<file path="config.mk">
export PLATFORM = sky130hd
export DESIGN_NAME = regbank_sequencer
export DESIGN_NICKNAME = d
export VERILOG_FILES = /design/src/rtl/regbank_pkg.sv /design/src/rtl/alu_watchdog.sv /design/src/rtl/regbank_sequencer.sv
export SDC_FILE = /design/constraint.sdc
export NUM_CORES = 1
export LEC_CHECK = 0
export CORE_MARGIN = 1
export CORE_UTILIZATION = 46
export CTS_BUF_LIST = sky130_fd_sc_hd__clkbuf_4
export CTS_CLUSTER_SIZE = 16
export DETAILED_ROUTE_END_ITERATION = 6
export PLACE_DENSITY = 0.81
export SETUP_SLACK_MARGIN = 0.15
export SLEW_MARGIN = 20
export SYNTH_ARGS = -nofsm -noshare
export SYNTH_HDL_FRONTEND = slang
export SYNTH_SLANG_ARGS = --single-unit
export TNS_END_PERCENT = 20
</file>
<file path="constraint.sdc">
create_clock -name clk -period 2.1 [get_ports clk]
set_input_delay 0.42 -clock clk [delete_from_list [all_inputs] [get_ports clk]]
set_output_delay 0.42 -clock clk [all_outputs]
set_load 0.01 [all_outputs]
</file>
<file path="src/rtl/regbank_pkg.sv">
// Shared definitions for the register-bank sequencer: opcodes, FSM states,
// register-bank control bit positions and decoded instruction layout.
package regbank_pkg;

  localparam logic [3:0] OP_NOP  = 4'd0;
  localparam logic [3:0] OP_MOV  = 4'd8;
  localparam logic [3:0] OP_HALT = 4'd15;

  localparam int unsigned CTRL_RD1 = 0;
  localparam int unsigned CTRL_RD2 = 1;
  localparam int unsigned CTRL_WR  = 2;

  typedef enum logic [2:0] {
    S_IDLE,
    S_READ,
    S_EXEC,
    S_WAIT,
    S_WRITE,
    S_HALT
  } state_t;

  typedef struct packed {
    logic [3:0] opcode;
    logic [2:0] dest;
    logic [2:0] src1;
    logic [2:0] src2;
  } instr_t;

  function automatic logic is_alu_op(input logic [3:0] op);
    return (op >= 4'd1) && (op <= 4'd7);
  endfunction

  function automatic logic is_illegal(input logic [3:0] op);
    return (op >= 4'd9) && (op <= 4'd14);
  endfunction

  function automatic logic uses_regbank(input logic [3:0] op);
    return is_alu_op(op) || (op == OP_MOV);
  endfunction

endpackage

</file>
<file path="src/rtl/alu_watchdog.sv">
// Counts WAIT cycles without alu_done; expire flags the last permitted cycle.
module alu_watchdog #(
  parameter int unsigned TIMEOUT = 16
) (
  input  logic clk,
  input  logic rst,
  input  logic load,
  input  logic count,
  output logic expire
);

  localparam int unsigned W = (TIMEOUT < 2) ? 1 : $clog2(TIMEOUT + 1);

  logic [W-1:0] cnt;

  always_ff @(posedge clk or posedge rst) begin
    if (rst) begin
      cnt <= '0;
    end else if (load) begin
      cnt <= '0;
    end else if (count) begin
      cnt <= cnt + W'(1);
    end
  end

  // Combinational so the FSM can leave WAIT on the TIMEOUT-th empty cycle.
  assign expire = count && (cnt == W'(TIMEOUT - 1));

endmodule

</file>
<file path="src/rtl/regbank_sequencer.sv">
// Instruction sequencer driving a register bank and an external ALU:
// IDLE -> READ -> EXEC -> WAIT -> WRITE, with NOP/illegal/HALT handled in IDLE.
module regbank_sequencer
  import regbank_pkg::*;
#(
  parameter int unsigned TIMEOUT = 16
) (
  input  logic        clk,
  input  logic        rst,
  input  logic        instr_valid,
  output logic        instr_ready,
  input  logic [15:0] instr,
  output logic [2:0]  addr1,
  output logic [2:0]  addr2,
  output logic [2:0]  addrdest,
  output logic [2:0]  control,
  output logic        enable,
  output logic        alu_start,
  output logic [3:0]  alu_op,
  input  logic        alu_done,
  output logic        err,
  output logic        halted,
  output logic [7:0]  retired
);

  state_t     state;
  state_t     next_state;
  instr_t     cur;
  logic [3:0] op_in;
  logic       accept;
  logic       done_seen;
  logic       wd_load;
  logic       wd_count;
  logic       wd_expire;
  logic       unused_bits;

  assign op_in       = instr[15:12];
  assign accept      = instr_valid && instr_ready;
  assign unused_bits = ^instr[2:0];

  alu_watchdog #(
    .TIMEOUT(TIMEOUT)
  ) u_watchdog (
    .clk   (clk),
    .rst   (rst),
    .load  (wd_load),
    .count (wd_count),
    .expire(wd_expire)
  );

  always_ff @(posedge clk or posedge rst) begin
    if (rst) begin
      state <= S_IDLE;
    end else begin
      state <= next_state;
    end
  end

  always_comb begin
    next_state = state;
    unique case (state)
      S_IDLE: begin
        if (accept) begin
          if (uses_regbank(op_in)) begin
            next_state = S_READ;
          end else if (op_in == OP_HALT) begin
            next_state = S_HALT;
          end
        end
      end
      S_READ:  next_state = S_EXEC;
      S_EXEC:  next_state = S_WAIT;
      S_WAIT: begin
        if (done_seen) begin
          next_state = S_WRITE;
        end else if (wd_expire) begin
          next_state = S_IDLE;
        end
      end
      S_WRITE: next_state = S_IDLE;
      S_HALT:  next_state = S_HALT;
      default: next_state = S_IDLE;
    endcase
  end

  always_comb begin
    instr_ready = 1'b0;
    enable      = 1'b0;
    control     = '0;
    alu_start   = 1'b0;
    halted      = 1'b0;
    wd_load     = 1'b0;
    wd_count    = 1'b0;
    unique case (state)
      S_IDLE: instr_ready = !rst;
      S_READ: begin
        enable            = !rst;
        control[CTRL_RD1] = !rst;
        control[CTRL_RD2] = !rst && (cur.opcode != OP_MOV);
      end
      S_EXEC: begin
        alu_start = 1'b1;
        wd_load   = 1'b1;
      end
      S_WAIT: wd_count = !done_seen && !alu_done;
      S_WRITE: begin
        // Gated with rst so an aborted write never reaches the bank.
        enable           = !rst;
        control[CTRL_WR] = !rst;
      end
      S_HALT: halted = 1'b1;
      default: ;
    endcase
  end

  always_ff @(posedge clk or posedge rst) begin
    if (rst) begin
      cur       <= '0;
      done_seen <= 1'b0;
      err       <= 1'b0;
      retired   <= '0;
    end else begin
      err       <= (accept && is_illegal(op_in)) || wd_expire;
      done_seen <= (state == S_WAIT) && !done_seen && alu_done;
      if (accept) begin
        cur <= instr_t'(instr[15:3]);
      end
      if ((accept && (op_in == OP_NOP)) || (state == S_WRITE)) begin
        retired <= retired + 8'd1;
      end
    end
  end

  assign addr1    = cur.src1;
  assign addr2    = cur.src2;
  assign addrdest = cur.dest;
  assign alu_op   = cur.opcode;

endmodule
</file>
---- Yosys cells after proc, flatten, opt, wreduce, memory -nomap -nowiden ----
Index checks and enable logic that the tools add are counted.
storage, ports and cells
  bits in registers ....................... 31
  output and inout bits ................... 29
  logic and storage cells ................. 63
operators by class
  add/sub/neg operators ................... 2
  $lt $le $gt $ge ......................... 4
  equal/unequal tests ..................... 12
  mux-type cells .......................... 15
  reduce and logical (&&, ||, !) cells .... 21
operators with widths
  kind                                                                              number
  3-bit 2-to-1 mux                                                                  5
  3-bit one-hot mux with 5 select lines                                             1
  1-bit logical AND                                                                 10
  5-bit 2-to-1 mux                                                                  2
  8-bit by 1-bit adder with 8-bit output, second input constant                     1
  4-bit == test, second input constant                                              2
  3-bit by 2-bit == test with 1-bit output, second input constant                   2
  3-bit == test, second input constant                                              2
  1-bit 2-to-1 mux                                                                  6
  3-bit inequality test, second input constant                                      2
  5-bit by 1-bit adder with 5-bit output, second input constant                     1
  5-bit by 4-bit == test with 1-bit output, second input constant                   1
  4-bit by 1-bit >= comparator with 1-bit output, second input constant             1
  4-bit >= comparator, second input constant                                        1
  4-bit by 3-bit less-or-equal comparator with 1-bit output, second input constant  1
  4-bit less-or-equal comparator, second input constant                             1
  4-bit logical NOT                                                                 1
  4-bit inequality test, second input constant                                      1
  3-bit by 1-bit == test with 1-bit output, second input constant                   1
  1-bit logical NOT                                                                 3
  3-bit logical NOT                                                                 1
  1-bit logical OR                                                                  3
  3-bit AND reduction                                                               1
  2-bit 2-to-1 mux                                                                  1
  3 further kinds                                                                   3

---- Longest topological paths before layout ----
Gate-level depths: netlist of the first run.
  depth in word-level cells ............... 7
  depth in mapped cells ................... 7
  mapped depth without buffers ............ 7

---- Hierarchy ----
Synthesis of the first run repeated with hierarchy kept, for this count alone.
second synthesis, totals
  cells, all modules ...................... 125
  area, all modules ....................... 1,532.7 µm²
by module, submodules not included
  module             instances  cells an instance  area each (µm²)  sequential area each (µm²)
  regbank_sequencer  1          100                1,243.7          650.6
  alu_watchdog       1          25                 289.0            125.1

---- Worst setup path after synthesis of the first run ----
Ideal clock, no wire load.
  path kind ............................... in2out
  start ................................... in rst
  end ..................................... out control[1]
  arrival time ............................ 1.532 ns
  data required time ...................... 1.680 ns
  setup slack ............................. 0.148 ns
  cell stages on the path ................. 3
  cells stage by stage .................... inv_1 -> nand4b_1 -> nor2_1
on the way
  longest elaborated chain between the ends .. 3
ends and longest elaborated chain
  what                         RTL line                 source
  start, declared              regbank_sequencer.sv:9   input logic rst,
  1-bit logical NOT (no line)  --
  1-bit logical AND            regbank_sequencer.sv:99  control[CTRL_RD2] = !rst && (cur.opcode != OP_MOV);
  2-bit 2-to-1 mux             regbank_sequencer.sv:94  unique case (state)
  end, declared                regbank_sequencer.sv:16  output logic [2:0] control,
No other way between the ends.

---- Worst setup path in the final report of the first run ----
  start ................................... reg state[1]
  end ..................................... out control[1]
on the way
  longest elaborated chain between the ends .. 2
ends and longest elaborated chain
  what                                      RTL line                 source
  start, declared                           regbank_sequencer.sv:26  state_t state;
  start signal, assigned                    regbank_sequencer.sv:55  state <= next_state;
  3-bit by 1-bit == test with 1-bit output  regbank_sequencer.sv:94
  2-bit 2-to-1 mux                          regbank_sequencer.sv:94
No other way between the ends.

==> results of run 1 <==
==> layer usage <==
layer,up-vias,track usage (%)
met5,-,0
met4,0,10.2
met3,9,7.37
met2,38,40.9
met1,612,26.9
li1,594,-
==> sequential cells by signal (all words and copies together) (netlist names) <==
signal / cells
retired: 8
alu_op: 4
u_watchdog.cnt: 5
addr2: 3
err: 1
addrdest: 3
done_seen: 1
state: 3
addr1: 3
==> where the power goes <==
group	internal (mW)	switching [mW]
Sequential	0.796	0.146
Clock	0.245	0.210
Combinational	0.591	0.441
Total	1.63	0.797
==> cell families (layout without fill, tap and decap cells) <==
logic type | count (synthesis) | after routing | share of synthesized area [%]
and+or+nand+nor | 51 | 51 | 19.4
buffers and inverters | 9 | 79 | 2.53
DFF | 31 | 31 | 54.1
xor gates and xnor gates | 9 | 9 | 5.50
AOI/OAI and AO/OA | 12 | 12 | 5.06
muxes | 14 | 14 | 10.8
adders and majority gates | 3 | 3 | 2.62
==> worst min-delay path by stage <==
| stage | startpoint | end | slack, ns | cells after the start |
|---|---|---|---|---|
| 2_1_floorplan | rst | addr1[0] | 0.35 | 1 |
| 3_3_place_gp | retired[7] | retired[7] | 0.46 | 1 |
| 3_5_place_dp | retired[7] | retired[7] | 0.46 | 1 |
| 4_1_cts | rst | u_watchdog.cnt[0] | 0.35 | 3 |
| 5_1_grt | rst | u_watchdog.cnt[1] | 0.38 | 3 |
| 6_report | rst | alu_op[0] | 0.36 | 3 |
==> what timing repair did <==
action / CTS / global route
endpoints found under the setup margin: 7 / 6
gates resized for setup: 22 / 4
buffers inserted: 4 / 2
pin swaps: 2 / 2
==> synthesized netlist by cell type <==
cell	instances	area share, %
mux2_2	12	9.4
xor2_1	3	1.8
a31oi_1	1	0.44
inv_1	7	1.8
and2_1	1	0.44
nand4b_1	1	0.61
a21oi_1	2	0.70
nor2_1	8	2.1
nor4b_1	1	0.61
ha_1	3	2.6
o21ai_0	6	2.1
a32o_1	1	0.70
nor4_1	1	0.44
mux2i_1	2	1.4
o31ai_1	1	0.52
buf_2	2	0.70
nor4_4	1	1.5
or3_1	2	0.87
dfrtp_1	31	54
xnor2_1	6	3.7
a32oi_1	1	0.61
nor3_1	4	1.4
nor3b_1	3	1.6
nand3_1	4	1.4
nand4bb_1	1	0.79
and3_1	2	0.87
nor2b_1	2	0.87
nand4_1	4	1.7
nand2_1	16	4.2
==> worst max-delay path, stage by stage, from the launching register on <==
cell      delay [ns]
dfrtp_1         0.41
buf_6           0.14
nand4b_1        0.26
buf_4           0.20
nor2_1          0.07
buf_2           0.13
==> stage by stage <==
stage | setup WS (ns) | hold WS, ns
2_1_floorplan | 0.338 | 0.346
3_3_place_gp | -0.164 | 0.455
3_5_place_dp | -0.218 | 0.461
4_1_cts | 0.134 | 0.354
5_1_grt | 0.0899 | 0.383
6_report | 0.137 | 0.363
==> final cells by class <==
class                      count  area, sq um
clock buffer                   5         37.5
clock inverter                 3         38.8
fill                         204          707
inverter                       7         30.0
multi-input combinational     89          633
sequential                    31          778
tap                           31         38.8
timing repair buffer          64          589
==> impl_metrics.yaml, run 1 <==
synth:
  synth_area_sq_um: 1430
  yosysUniqueCellTypes: 29
  synth.avg_cell_area_sq_um: 11.1
  ys_seq_area_share_pct: 54.1
  yosys_warnings: 0
  synthCells: 129
  syn-num-nets: 152
  synth_seq_cells: 31
critical_path:
  ff2ff_setup_slack_ns: 0.30
  crit_type: "flop to primary output"
  crit_fanout: 6
  worst_r2r_path_depth: 7
  startpoint_type: "flop"
  r2r-start: "u_watchdog.cnt[0]"
  cp-endpoint: "control[1]"
  required_ns: 1.68
  arrival_ns: 1.54
  worstSetupEndpointType: "primary output"
  r2r-end: "state[1]"
  cp-startpoint: "state[1]"
grt:
  antenna_found_initial: 0
  grt_pass1_wl_mm: 5.91
  grt_usage_pct: 23.6
  grt_max_degree: 32
  gr-total-overflow: 0
  grt_pass1_vias: 1314
cells_and_area:
  layout.cells.most_common: "clkdlybuf4s50_1"
  layout.nets: 221
  drive_gt1_share_pct: 24.6
  instances_no_fill: 230
  fin_area_sq_um: 2150
  final_cell_mix: "37 x clkdlybuf4s50_1, 29 x dfrtp_1, 17 x buf_4"
  antenna_cells: 0
  syn2layout_area_growth_pct: 49.7
  fin_util_pct: 75.2
routing:
  wl_per_cell_um: 15.0
  totalWireLength_mm: 3.46
  drt_pass1_iterations: 4
  routed-via-count: 1253
  wl_met2_mm: 1.83
  vias_per_cell: 5.45
  ant_nets: 0
  drtIter0Drc: 54
  drc: 0
  met1_length_mm: 1.35
  route.met3.wl_um: 208
  highest_layer: "met4"
sta:
  max_freq_mhz: 510
  maxSlewViolCount: 0
  setup_tns_ns: 0
  period_share_pct: 93.5
  post-route-min-period_ns: 1.96
  setup_violations: 0
  slew_headroom_pct: 71.0
  rsz0062_at_grt: "true"
  worst_pin_slew_ns: 0.435
  skew_ns: 0.0118
  finalHoldViolCount: 0
clock_network:
  cts_hold_buf: 0
  cts_buffers: 5
  cts_tree: "done"
  ctsHtreeMaxLevel: 2
  cts.sinks: 31
  clk_latency_ns: 0.34
  clockBufferDepth: 2
  root_buffer: "clkbuf_4"
  clkTransAtPathRegs_ns: 0.10
pwr:
  p_leak_nw: 0.994
  ir_worst_vdd_v: 0.000665
  total_power_mw: 2.43
  power_density_nw_per_um2: 1130
run_status:
  status: "finished clean"
placed_design:
  placed_area_sq_um: 2030
  post-place-cells: 216
  portBuffers: 45
  place.gp.congestion: 0.804
  dp_hpwl_mm: 2.50
floorplanning:
  ioPinCount: 49
  die_y_um: 57.8
  die_w_um: 57.8
  die_area_sq_um: 3340
  rows: 19
  core_area_sq_um: 2850
  start_util_pct: 50.3
run:
  drv_cap: 0
worst_hold_path:
  hold_class: "input port to async pin"
(Power assumes the default switching activity.)
==> run 2, diff against run 1 <==
CAP_MARGIN = 10   (was unset)
==> results of run 2 <==
No change in the layout: final DEF, timing and power equal those of run 1.
==> run 3, diff against run 2 <==
CORE_UTILIZATION = 64   (was 46)
DONT_BUFFER_PORTS = 1   (was unset)
GPL_TIMING_DRIVEN = 0   (was unset)
PLACE_DENSITY = 0.8   (was 0.81)
==> run 3 against run 2 <==
  * First-iteration DRC count decreased by 54%
  * Critical path depth decreased by 2
  * Clock skew decreased by 0.0061 ns
  * Non-clock buffer count decreased by 61
  * Sequential power increased by 11%
  * Largest cell class unchanged
  * Highest routed layer unchanged
==> impl_metrics.yaml, run 3 (synthesis gave the netlist of run 1 again) <==
run_status:
  status: "finished clean"
sta:
  setup_tns_ns: 0
  slew_headroom_pct: 52.3
  setup_violations: 0
  maxSlewViolCount: 0
  period_share_pct: 92.1
  rsz0062_at_grt: "true"
  max_freq_mhz: 517
  finalHoldWorstSlack_ns: 0.0200
  skew_ns: 0.00574
  worst_pin_slew_ns: 0.712
  finalHoldViolCount: 0
  post-route-min-period_ns: 1.93
critical_path:
  ff2ff_setup_slack_ns: 0.21
  critical-path-max-stage-delay_ns: 0.48
  worstSetupEndpointType: "primary output"
  arrival_ns: 1.51
  crit_type: "flop to primary output"
  crit_fanout: 8
  r2r-end: "retired[6]"
  cp_cell_sequence: "nor2_1 > nand2_1 > o21ai_0"
  crit_buf_inv: 0
  worst_r2r_path_depth: 5
  slowest_stage: "dfrtp_1"
  r2r-start: "state[2]"
  critPathTopFamily: "flip-flops"
  required_ns: 1.68
  startpoint_type: "flop"
pwr:
  p_leak_nw: 0.711
  ir_worst_vdd_v: 0.000844
  total_power_mw: 1.84
  power_density_nw_per_um2: 1200
clock_network:
  clkTransAtPathRegs_ns: 0.10
  cts_tree: "done"
  cts.sinks: 31
  root_buffer: "clkbuf_4"
  clk_latency_ns: 0.34
  cts_buffers: 5
  clockBufferDepth: 2
  ctsHtreeMaxLevel: 2
placed_design:
  portBuffers: 0
  placed_area_sq_um: 1470
  place.gp.congestion: 0.771
  dp_hpwl_mm: 1.95
worst_hold_path:
  hold_class: "input port to async pin"
grt:
  grt_usage_pct: 27.0
  antenna_found_initial: 0
  grt_max_degree: 17
  grt_pass1_wl_mm: 4.74
  gr-total-overflow: 0
  grt_pass1_vias: 1071
cells_and_area:
  seq_area_sq_um: 777
  fin_area_sq_um: 1540
  layout.cells.most_common: "dfrtp_1"
  largest_register_ff_count: 8
  multi_input_comb_area_sq_um: 624
  layout.nets: 161
  antenna_cells: 0
  nFillCells: 132
  final_cell_mix: "30 x dfrtp_1, 15 x nand2_1, 12 x mux2_2"
  drive_gt1_share_pct: 19.4
  regMostFlops: "retired"
  syn2layout_area_growth_pct: 7.59
floorplanning:
  die_w_um: 49.3
  die_area_sq_um: 2430
  core_area_sq_um: 2040
  die_y_um: 49.3
  start_util_pct: 70.2
  ioPinCount: 49
  rows: 16
routing:
  wl_per_cell_um: 17.4
  drt_pass1_iterations: 4
  ant_nets: 0
  vias_per_cell: 6.22
  totalWireLength_mm: 2.89
  drtIter0Drc: 25
  drc: 0
  routed-via-count: 1032
run:
  drv_cap: 0
==> run 3: cell types whose count changed in the layout (fill, tap and decap cells not counted), sizes merged <==
cell           before  now
dlygate4sd3         0    1
dlygate4sd2         4    0
clkinv              2    3
clkinvlp            1    2
buf                22    2
clkdlybuf4s15       1    0
bufinv              1    0
clkdlybuf4s50      37    0
==> run 3: power by group <==
part	internal, mW	switching, mW	total, mW
Sequential	0.794	0.257	1.05
Clock	0.124	0.216	0.341
Combinational	0.215	0.237	0.453
Total	1.13	0.710	1.84
==> run 3: worst max-delay path by stage <==
stage / startpoint / to / slack [ns] / depth (start not counted)
after floorplan: rst / enable / 0.34 / 3
after global placement: rst / enable / 0.10 / 3
after detailed placement: rst / enable / 0.07 / 3
after CTS: state[1] / alu_start / 0.14 / 3
after global routing: state[2] / retired[5] / 0.09 / 5
final: state[0] / enable / 0.17 / 3
==> run 3: layer usage <==
layer	up-vias	track usage, %	wire length, um
met3	7	11.8	200
met1	521	29.3	1150
met4	0	14.7	44
li1	470	-	-
met2	34	43.8	1500
met5	-	0	0
==> run 3: final cells by class <==
class / count / share of cell area [%]
clock buffers: 5 / 2.43
repair buffers: 1 / 0.649
flip-flops and latches: 31 / 50.4
multi-input cells: 89 / 40.5
clock inverters: 3 / 0.973
plain buffers: 2 / 0.649
repair inverters: 1 / 0.324
inverters: 7 / 1.95
well taps: 27 / 2.19
==> run 3: timing repair <==
action                     CTS  global route
setup endpoints to repair    2            13
buffers inserted             0             0
gates resized for setup      0             2
cloned                       1             0
pin swaps                    0             1
hold buffers                 1             0
hold endpoints to repair    15             0
==> run 3: per-stage QoR <==
| stage | utilization [%] | worst slack (ns) | cells |
|---|---|---|---|
| 3_5_place_dp | 72.1 | 0.0654 | 156 |
| 2_1_floorplan | - | 0.338 | 129 |
| 3_3_place_gp | 72.1 | 0.102 | 156 |
| 4_1_cts | 75.4 | 0.142 | 166 |
| 6_report | 75.6 | 0.166 | 166 |
| 5_1_grt | 75.6 | 0.0919 | 166 |
